### config.mk
export PLATFORM = sky130hd
export DESIGN_NAME = instr_fetch_unit
export DESIGN_NICKNAME = d
export VERILOG_FILES = /design/src/rtl/instr_fetch_unit_pkg.sv /design/src/rtl/instr_fetch_unit_queue.sv /design/src/rtl/instr_fetch_unit.sv
export SDC_FILE = /design/constraint.sdc
export NUM_CORES = 1
export LEC_CHECK = 0
export ABC_CLOCK_PERIOD_IN_PS = 5700
export CORE_UTILIZATION = 30
export CTS_BUF_LIST = sky130_fd_sc_hd__clkbuf_4 sky130_fd_sc_hd__clkbuf_8
export CTS_CLUSTER_SIZE = 14
export DETAILED_ROUTE_END_ITERATION = 8
export PLACE_DENSITY = 0.49
export SYNTH_ARGS = -nofsm -noshare
export SYNTH_HDL_FRONTEND = slang
export SYNTH_SLANG_ARGS = --single-unit
### constraint.sdc
create_clock -name clk -period 5.7 [get_ports clk]
set_input_delay 1.14 -clock clk [delete_from_list [all_inputs] [get_ports clk]]
set_output_delay 1.14 -clock clk [all_outputs]
set_load 0.05 [all_outputs]
### src/rtl/instr_fetch_unit_pkg.sv
// Shared types for the MIPS32 fetch stage: the fetch-queue entry, the fetch FSM
// states and the default boot PC.
package instr_fetch_unit_pkg;

    typedef logic [31:0] word_t;

    typedef struct packed {
        word_t pc;
        word_t instr;
        logic  adel;
    } fetch_entry_t;

    typedef enum logic [1:0] {
        IDLE    = 2'd0,
        WAIT    = 2'd1,
        DISCARD = 2'd2
    } ifu_state_t;

    localparam word_t IFU_RESET_PC = 32'hbfc0_0000;

endpackage

### src/rtl/instr_fetch_unit_queue.sv
// Circular FIFO of fetch entries between the bus side and decode.
// Flush empties it in one cycle; storage itself is never reset.
module fetch_queue
    import instr_fetch_unit_pkg::*;
#(
    parameter int DEPTH = 4
) (
    input  logic                     i_clk,
    input  logic                     i_resetn,
    input  logic                     i_push,
    input  fetch_entry_t             i_entry,
    input  logic                     i_pop,
    input  logic                     i_flush,
    output fetch_entry_t             o_head,
    output logic [$clog2(DEPTH):0]   o_count,
    output logic                     o_full,
    output logic                     o_empty
);

    localparam int PW = $clog2(DEPTH);
    localparam int CW = PW + 1;

    fetch_entry_t   r_mem [DEPTH];
    logic [PW-1:0]  r_head;
    logic [PW-1:0]  r_tail;
    logic [CW-1:0]  r_count;
    logic           w_push;
    logic           w_pop;

    assign o_full  = (r_count == CW'(DEPTH));
    assign o_empty = (r_count == '0);
    assign o_count = r_count;
    assign o_head  = r_mem[r_head];

    // A push into a full queue is only taken when a pop frees the slot the same cycle.
    assign w_push = i_push && (!o_full || i_pop);
    assign w_pop  = i_pop && !o_empty;

    always_ff @(posedge i_clk) begin
        if (!i_resetn || i_flush) begin
            r_head  <= '0;
            r_tail  <= '0;
            r_count <= '0;
        end else begin
            if (w_push) r_tail <= r_tail + 1'b1;
            if (w_pop)  r_head <= r_head + 1'b1;
            if (w_push && !w_pop)
                r_count <= r_count + 1'b1;
            else if (w_pop && !w_push)
                r_count <= r_count - 1'b1;
        end
    end

    always_ff @(posedge i_clk) begin
        if (w_push && !i_flush) r_mem[r_tail] <= i_entry;
    end

endmodule

### src/rtl/instr_fetch_unit.sv
// MIPS32 fetch stage: PC generation, single-outstanding SRAM-like instruction bus
// reads, fetch queue towards decode, redirect flush with stale-response discard.
module instr_fetch_unit
    import instr_fetch_unit_pkg::*;
#(
    parameter logic [31:0] RESET_PC    = IFU_RESET_PC,
    parameter int          QUEUE_DEPTH = 4
) (
    input  logic        clk,
    input  logic        resetn,
    output logic        inst_req,
    output logic [31:0] inst_addr,
    input  logic        inst_addr_ok,
    input  logic        inst_data_ok,
    input  logic [31:0] inst_rdata,
    input  logic        redirect_valid,
    input  logic [31:0] redirect_pc,
    output logic        out_valid,
    input  logic        out_ready,
    output logic [31:0] out_pc,
    output logic [31:0] out_instr,
    output logic        out_adel
);

    localparam int CW = $clog2(QUEUE_DEPTH) + 1;

    ifu_state_t    r_state;
    ifu_state_t    w_state_nxt;
    word_t         r_pc;
    word_t         r_req_pc;
    logic          r_halt;
    logic          r_live;

    logic [CW-1:0] w_count;
    logic          w_full;
    logic          w_empty;
    fetch_entry_t  w_head;
    fetch_entry_t  w_push_entry;
    logic          w_slot;
    logic          w_can_issue;
    logic          w_adel_push;
    logic          w_data_push;
    logic          w_push;
    logic          w_pop;
    logic          w_accept;

    // r_live keeps the bus quiet for the first cycle after reset is released.
    assign w_slot      = (r_state == IDLE) ? !w_full
                                           : (32'(w_count) < 32'(QUEUE_DEPTH - 1));
    assign w_can_issue = resetn && r_live && (r_state == IDLE) && !r_halt
                         && !redirect_valid && w_slot;

    assign inst_req    = w_can_issue && (r_pc[1:0] == 2'b00);
    assign inst_addr   = r_pc;
    assign w_accept    = inst_req && inst_addr_ok;

    assign w_adel_push = w_can_issue && (r_pc[1:0] != 2'b00);
    assign w_data_push = (r_state == WAIT) && inst_data_ok && !redirect_valid;
    assign w_push      = w_adel_push || w_data_push;

    always_comb begin
        w_push_entry = '{pc: r_req_pc, instr: inst_rdata, adel: 1'b0};
        if (w_adel_push) w_push_entry = '{pc: r_pc, instr: '0, adel: 1'b1};
    end

    assign out_valid = resetn && !w_empty && !redirect_valid;
    assign w_pop     = out_valid && out_ready;
    assign out_pc    = w_head.pc;
    assign out_instr = w_head.instr;
    assign out_adel  = w_head.adel;

    fetch_queue #(
        .DEPTH (QUEUE_DEPTH)
    ) u_queue (
        .i_clk    (clk),
        .i_resetn (resetn),
        .i_push   (w_push),
        .i_entry  (w_push_entry),
        .i_pop    (w_pop),
        .i_flush  (redirect_valid),
        .o_head   (w_head),
        .o_count  (w_count),
        .o_full   (w_full),
        .o_empty  (w_empty)
    );

    always_ff @(posedge clk) begin
        if (!resetn) r_state <= IDLE;
        else         r_state <= w_state_nxt;
    end

    // A redirect while waiting leaves a response in flight; DISCARD swallows it.
    always_comb begin
        w_state_nxt = r_state;
        case (r_state)
            IDLE:    if (w_accept)          w_state_nxt = WAIT;
            WAIT:    if (inst_data_ok)      w_state_nxt = IDLE;
                     else if (redirect_valid) w_state_nxt = DISCARD;
            DISCARD: if (inst_data_ok)      w_state_nxt = IDLE;
            default:                        w_state_nxt = IDLE;
        endcase
    end

    always_ff @(posedge clk) begin
        if (!resetn) begin
            r_pc   <= RESET_PC;
            r_halt <= 1'b0;
            r_live <= 1'b0;
        end else begin
            r_live <= 1'b1;
            if (redirect_valid) begin
                r_pc   <= redirect_pc;
                r_halt <= 1'b0;
            end else begin
                if (w_accept)    r_pc   <= r_pc + 32'd4;
                if (w_adel_push) r_halt <= 1'b1;
            end
        end
    end

    always_ff @(posedge clk) begin
        if (w_accept) r_req_pc <= r_pc;
    end

endmodule

==> results.json <==
{
  "grt_pass1_wl_um": 50100,
  "n_antenna_cell": 0,
  "die_y_um": 214,
  "rrSetupSlack_ps": 2300,
  "globalplace.congestion": 0.732,
  "yosysSeqAreaShare": 0.720,
  "clock_path_buffers": 3,
  "endpoint_kind": "output pin",
  "syn_area_um2": 13400,
  "path_clk_slew_ps": 60,
  "maxCapViolCount": 0,
  "yosys_warnings": 0,
  "rsz0062_at_grt": "no",
  "r2r-start": "u_queue.o_count[0]",
  "drt_iter0_drc": 561,
  "routed_wirelength_um": 33500,
  "rows": 77,
  "path_class": "in -> out",
  "grt_max_degree": 60,
  "cts_resized": 0,
  "reg2reg_depth": 13,
  "worstSetupEndpoint": "inst_req",
  "cts_buffers": 57,
  "setup_viol_count_final": 0,
  "required_ps": 4560,
  "grt_busiest_layer": "met2",
  "skew_ps": 12.4,
  "ys.flop_type": "edfxtp_1",
  "worstPathArrival_ps": 3510,
  "synth.distinct_cells": 60,
  "min_period_ps": 4650,
  "initial_utilization": 0.304,
  "cts_tree": "yes",
  "final.setup.worst_slack_ps": 1050,
  "grtUsageMet2": 0.234,
  "startpoint": "resetn",
  "wire_per_inst_um": 20.1,
  "dpl_worst_slack_ps": 1070,
  "post-route-drc-count": 0,
  "p_leak_nw": 5.54,
  "slew_violations": 0,
  "synthCells": 819,
  "rr_endpoint": "u_queue.o_count[2]",
  "area_growth_syn_to_layout_pct": 26.8,
  "die_w_um": 214,
  "worstSkewPairLatency_ps": 620,
  "post-dp-hpwl_um": 20800,
  "grt_use_met3": 0.0388,
  "async_flop_share": 0,
  "worst_setup_path_start_kind": "input port",
  "synth_nets": 896,
  "slew_headroom": 0.361,
  "ctsHoldBuffers": 0,
  "drive_gt1_frac": 0.178,
  "synth.avg_cell_area_um2": 16.4,
  "cts_num_sinks": 337,
  "powerDensity_nw_per_um2": 302,
  "die_area_um2": 45600,
  "globalRouteTotalUtil": 0.149,
  "hold_class": "reg -> reg",
  "nNetsFinal": 1102,
  "ios": 169,
  "htree_levels": 2,
  "outcome": "complete, no violations",
  "postCtsSetupRepairBufs": 0,
  "vias_per_cell": 4.70,
  "dr.pass1.iters": 5,
  "ys_ff_latch": 337,
  "cts-root-buf": "clkbuf_8",
  "ir_drop_uv": 164,
  "core_um2": 44200,
  "synth_edf_count": 292,
  "postRouteAntennaNets": 0,
  "worst-slew-pin-transition_ps": 954,
  "antenna_found_initial": 0,
  "use_met1": 0.204,
  "path_max_fanout": 12,
  "grt_pass1_vias": 8090,
  "finalCritPeriodShare": 0.815,
  "finalSetupTns_ps": 0,
  "overflow": 0,
  "max_freq_mhz": 215,
  "portBuffers": 168,
  "finalHoldViolCount": 0,
  "num_vias": 7820
}
-- how the worst min path moves through the flow --
stage	start	to	slack, ps	depth (start not counted)
final	inst_addr[25]	r_req_pc[25]	520	0
after global routing	inst_addr[11]	r_req_pc[11]	520	0
after CTS	u_queue.o_count[2]	u_queue.o_count[2]	520	2
after detailed placement	u_queue.o_count[2]	u_queue.o_count[2]	510	2
after global placement	inst_addr[17]	r_req_pc[17]	490	0
after floorplan	u_queue.o_count[2]	u_queue.o_count[2]	470	2
-- critical path, cell delays in order --
cell	delay, ps
clkdlybuf4s50_1	450
buf_4	180
nand2b_1	330
nor3_2	390
and2_1	170
clkdlybuf4s50_1	830
-- sequential cells by signal (all words and copies together), names as in the netlist, named ones only --
signal,cells
r_live,1
u_queue.r_mem,260
inst_addr,32
u_queue.r_tail,2
u_queue.o_count,3
r_state,2
r_req_pc,32
r_halt,1
u_queue.r_head,2
-- metal layers --
| layer | share of wire | vias to the layer above | wire [um] |
|---|---|---|---|
| met5 | 0 | - | 0 |
| li1 | - | 3609 | - |
| met1 | 0.46 | 3912 | 15300 |
| met2 | 0.47 | 251 | 15700 |
| met3 | 0.057 | 48 | 1900 |
| met4 | 0.017 | 0 | 572 |
-- cell usage in the layout (no fill, tap or decap), types with 3 or more instances in the layout --
master and instances:
mux4_2 65, nand4b_1 3, inv_1 14, nand3_1 15
buf_12 6, nand4_1 14, o21ai_0 27, nor2b_4 4
a21oi_1 23, clkbuf_8 57, and2_1 6, mux2i_1 7
buf_4 12, ha_1 6, nand2_1 106, xor2_1 4
o311ai_0 4, nor2b_1 40, clkinv_1 20, edfxtp_1 292
clkinv_2 3, dfxtp_1 43, nor2_1 29, nor3_1 10
clkbuf_4 21, a31oi_1 7, nand2b_1 5, o21a_1 3
and3_1 6, clkdlybuf4s50_1 167
-- layout make-up --
type,instances,area [um2]
clock inverters,28,153
fillers,4160,27200
flip-flops and latches,337,9680
repair buffers,186,1890
clock buffers,78,942
inverters,16,60.1
well taps,592,741
multi-input cells,427,3560
-- cells in the mapped netlist (7+ instances only) --
master,count,area [um2]
mux2i_1,7,70.1
nand3_1,15,75.1
dfxtp_1,45,901
nand4_1,14,87.6
nand2_1,106,398
clkbuf_1,21,78.8
buf_2,14,70.1
nor3_1,10,50.1
a21oi_1,23,115
o21ai_0,27,135
nor2_1,29,109
inv_1,14,52.6
nor2b_1,44,275
a31oi_1,7,43.8
mux4_2,65,1460
edfxtp_1,292,8770
-- cells by family after synthesis --
family,after synthesis,synth area share
simple gates,257,0.0976
compound gates,83,0.0382
xor+xnor,5,0.00326
buf+inv,55,0.0167
fa+ha+maj,7,0.00708
flops,337,0.720
mux,75,0.117
-- power by group --
group	switching, mW	total, mW	internal [mW]
clock network	0.960	2.08	1.12
logic	0.198	0.326	0.128
registers	0.0362	2.74	2.71
-- stage by stage --
step,power (mW),cells,utilization,area [um2],hold WS [ps]
2_1_floorplan,2.97,819,-,13400,475
3_3_place_gp,3.12,1558,0.360,15900,489
3_5_place_dp,3.12,1558,0.360,15900,505
4_1_cts,5.23,1664,0.385,17000,516
5_1_grt,5.35,1664,0.385,17000,524
6_report,5.15,1664,0.385,17000,521
Power figures use the tool's default switching activity.
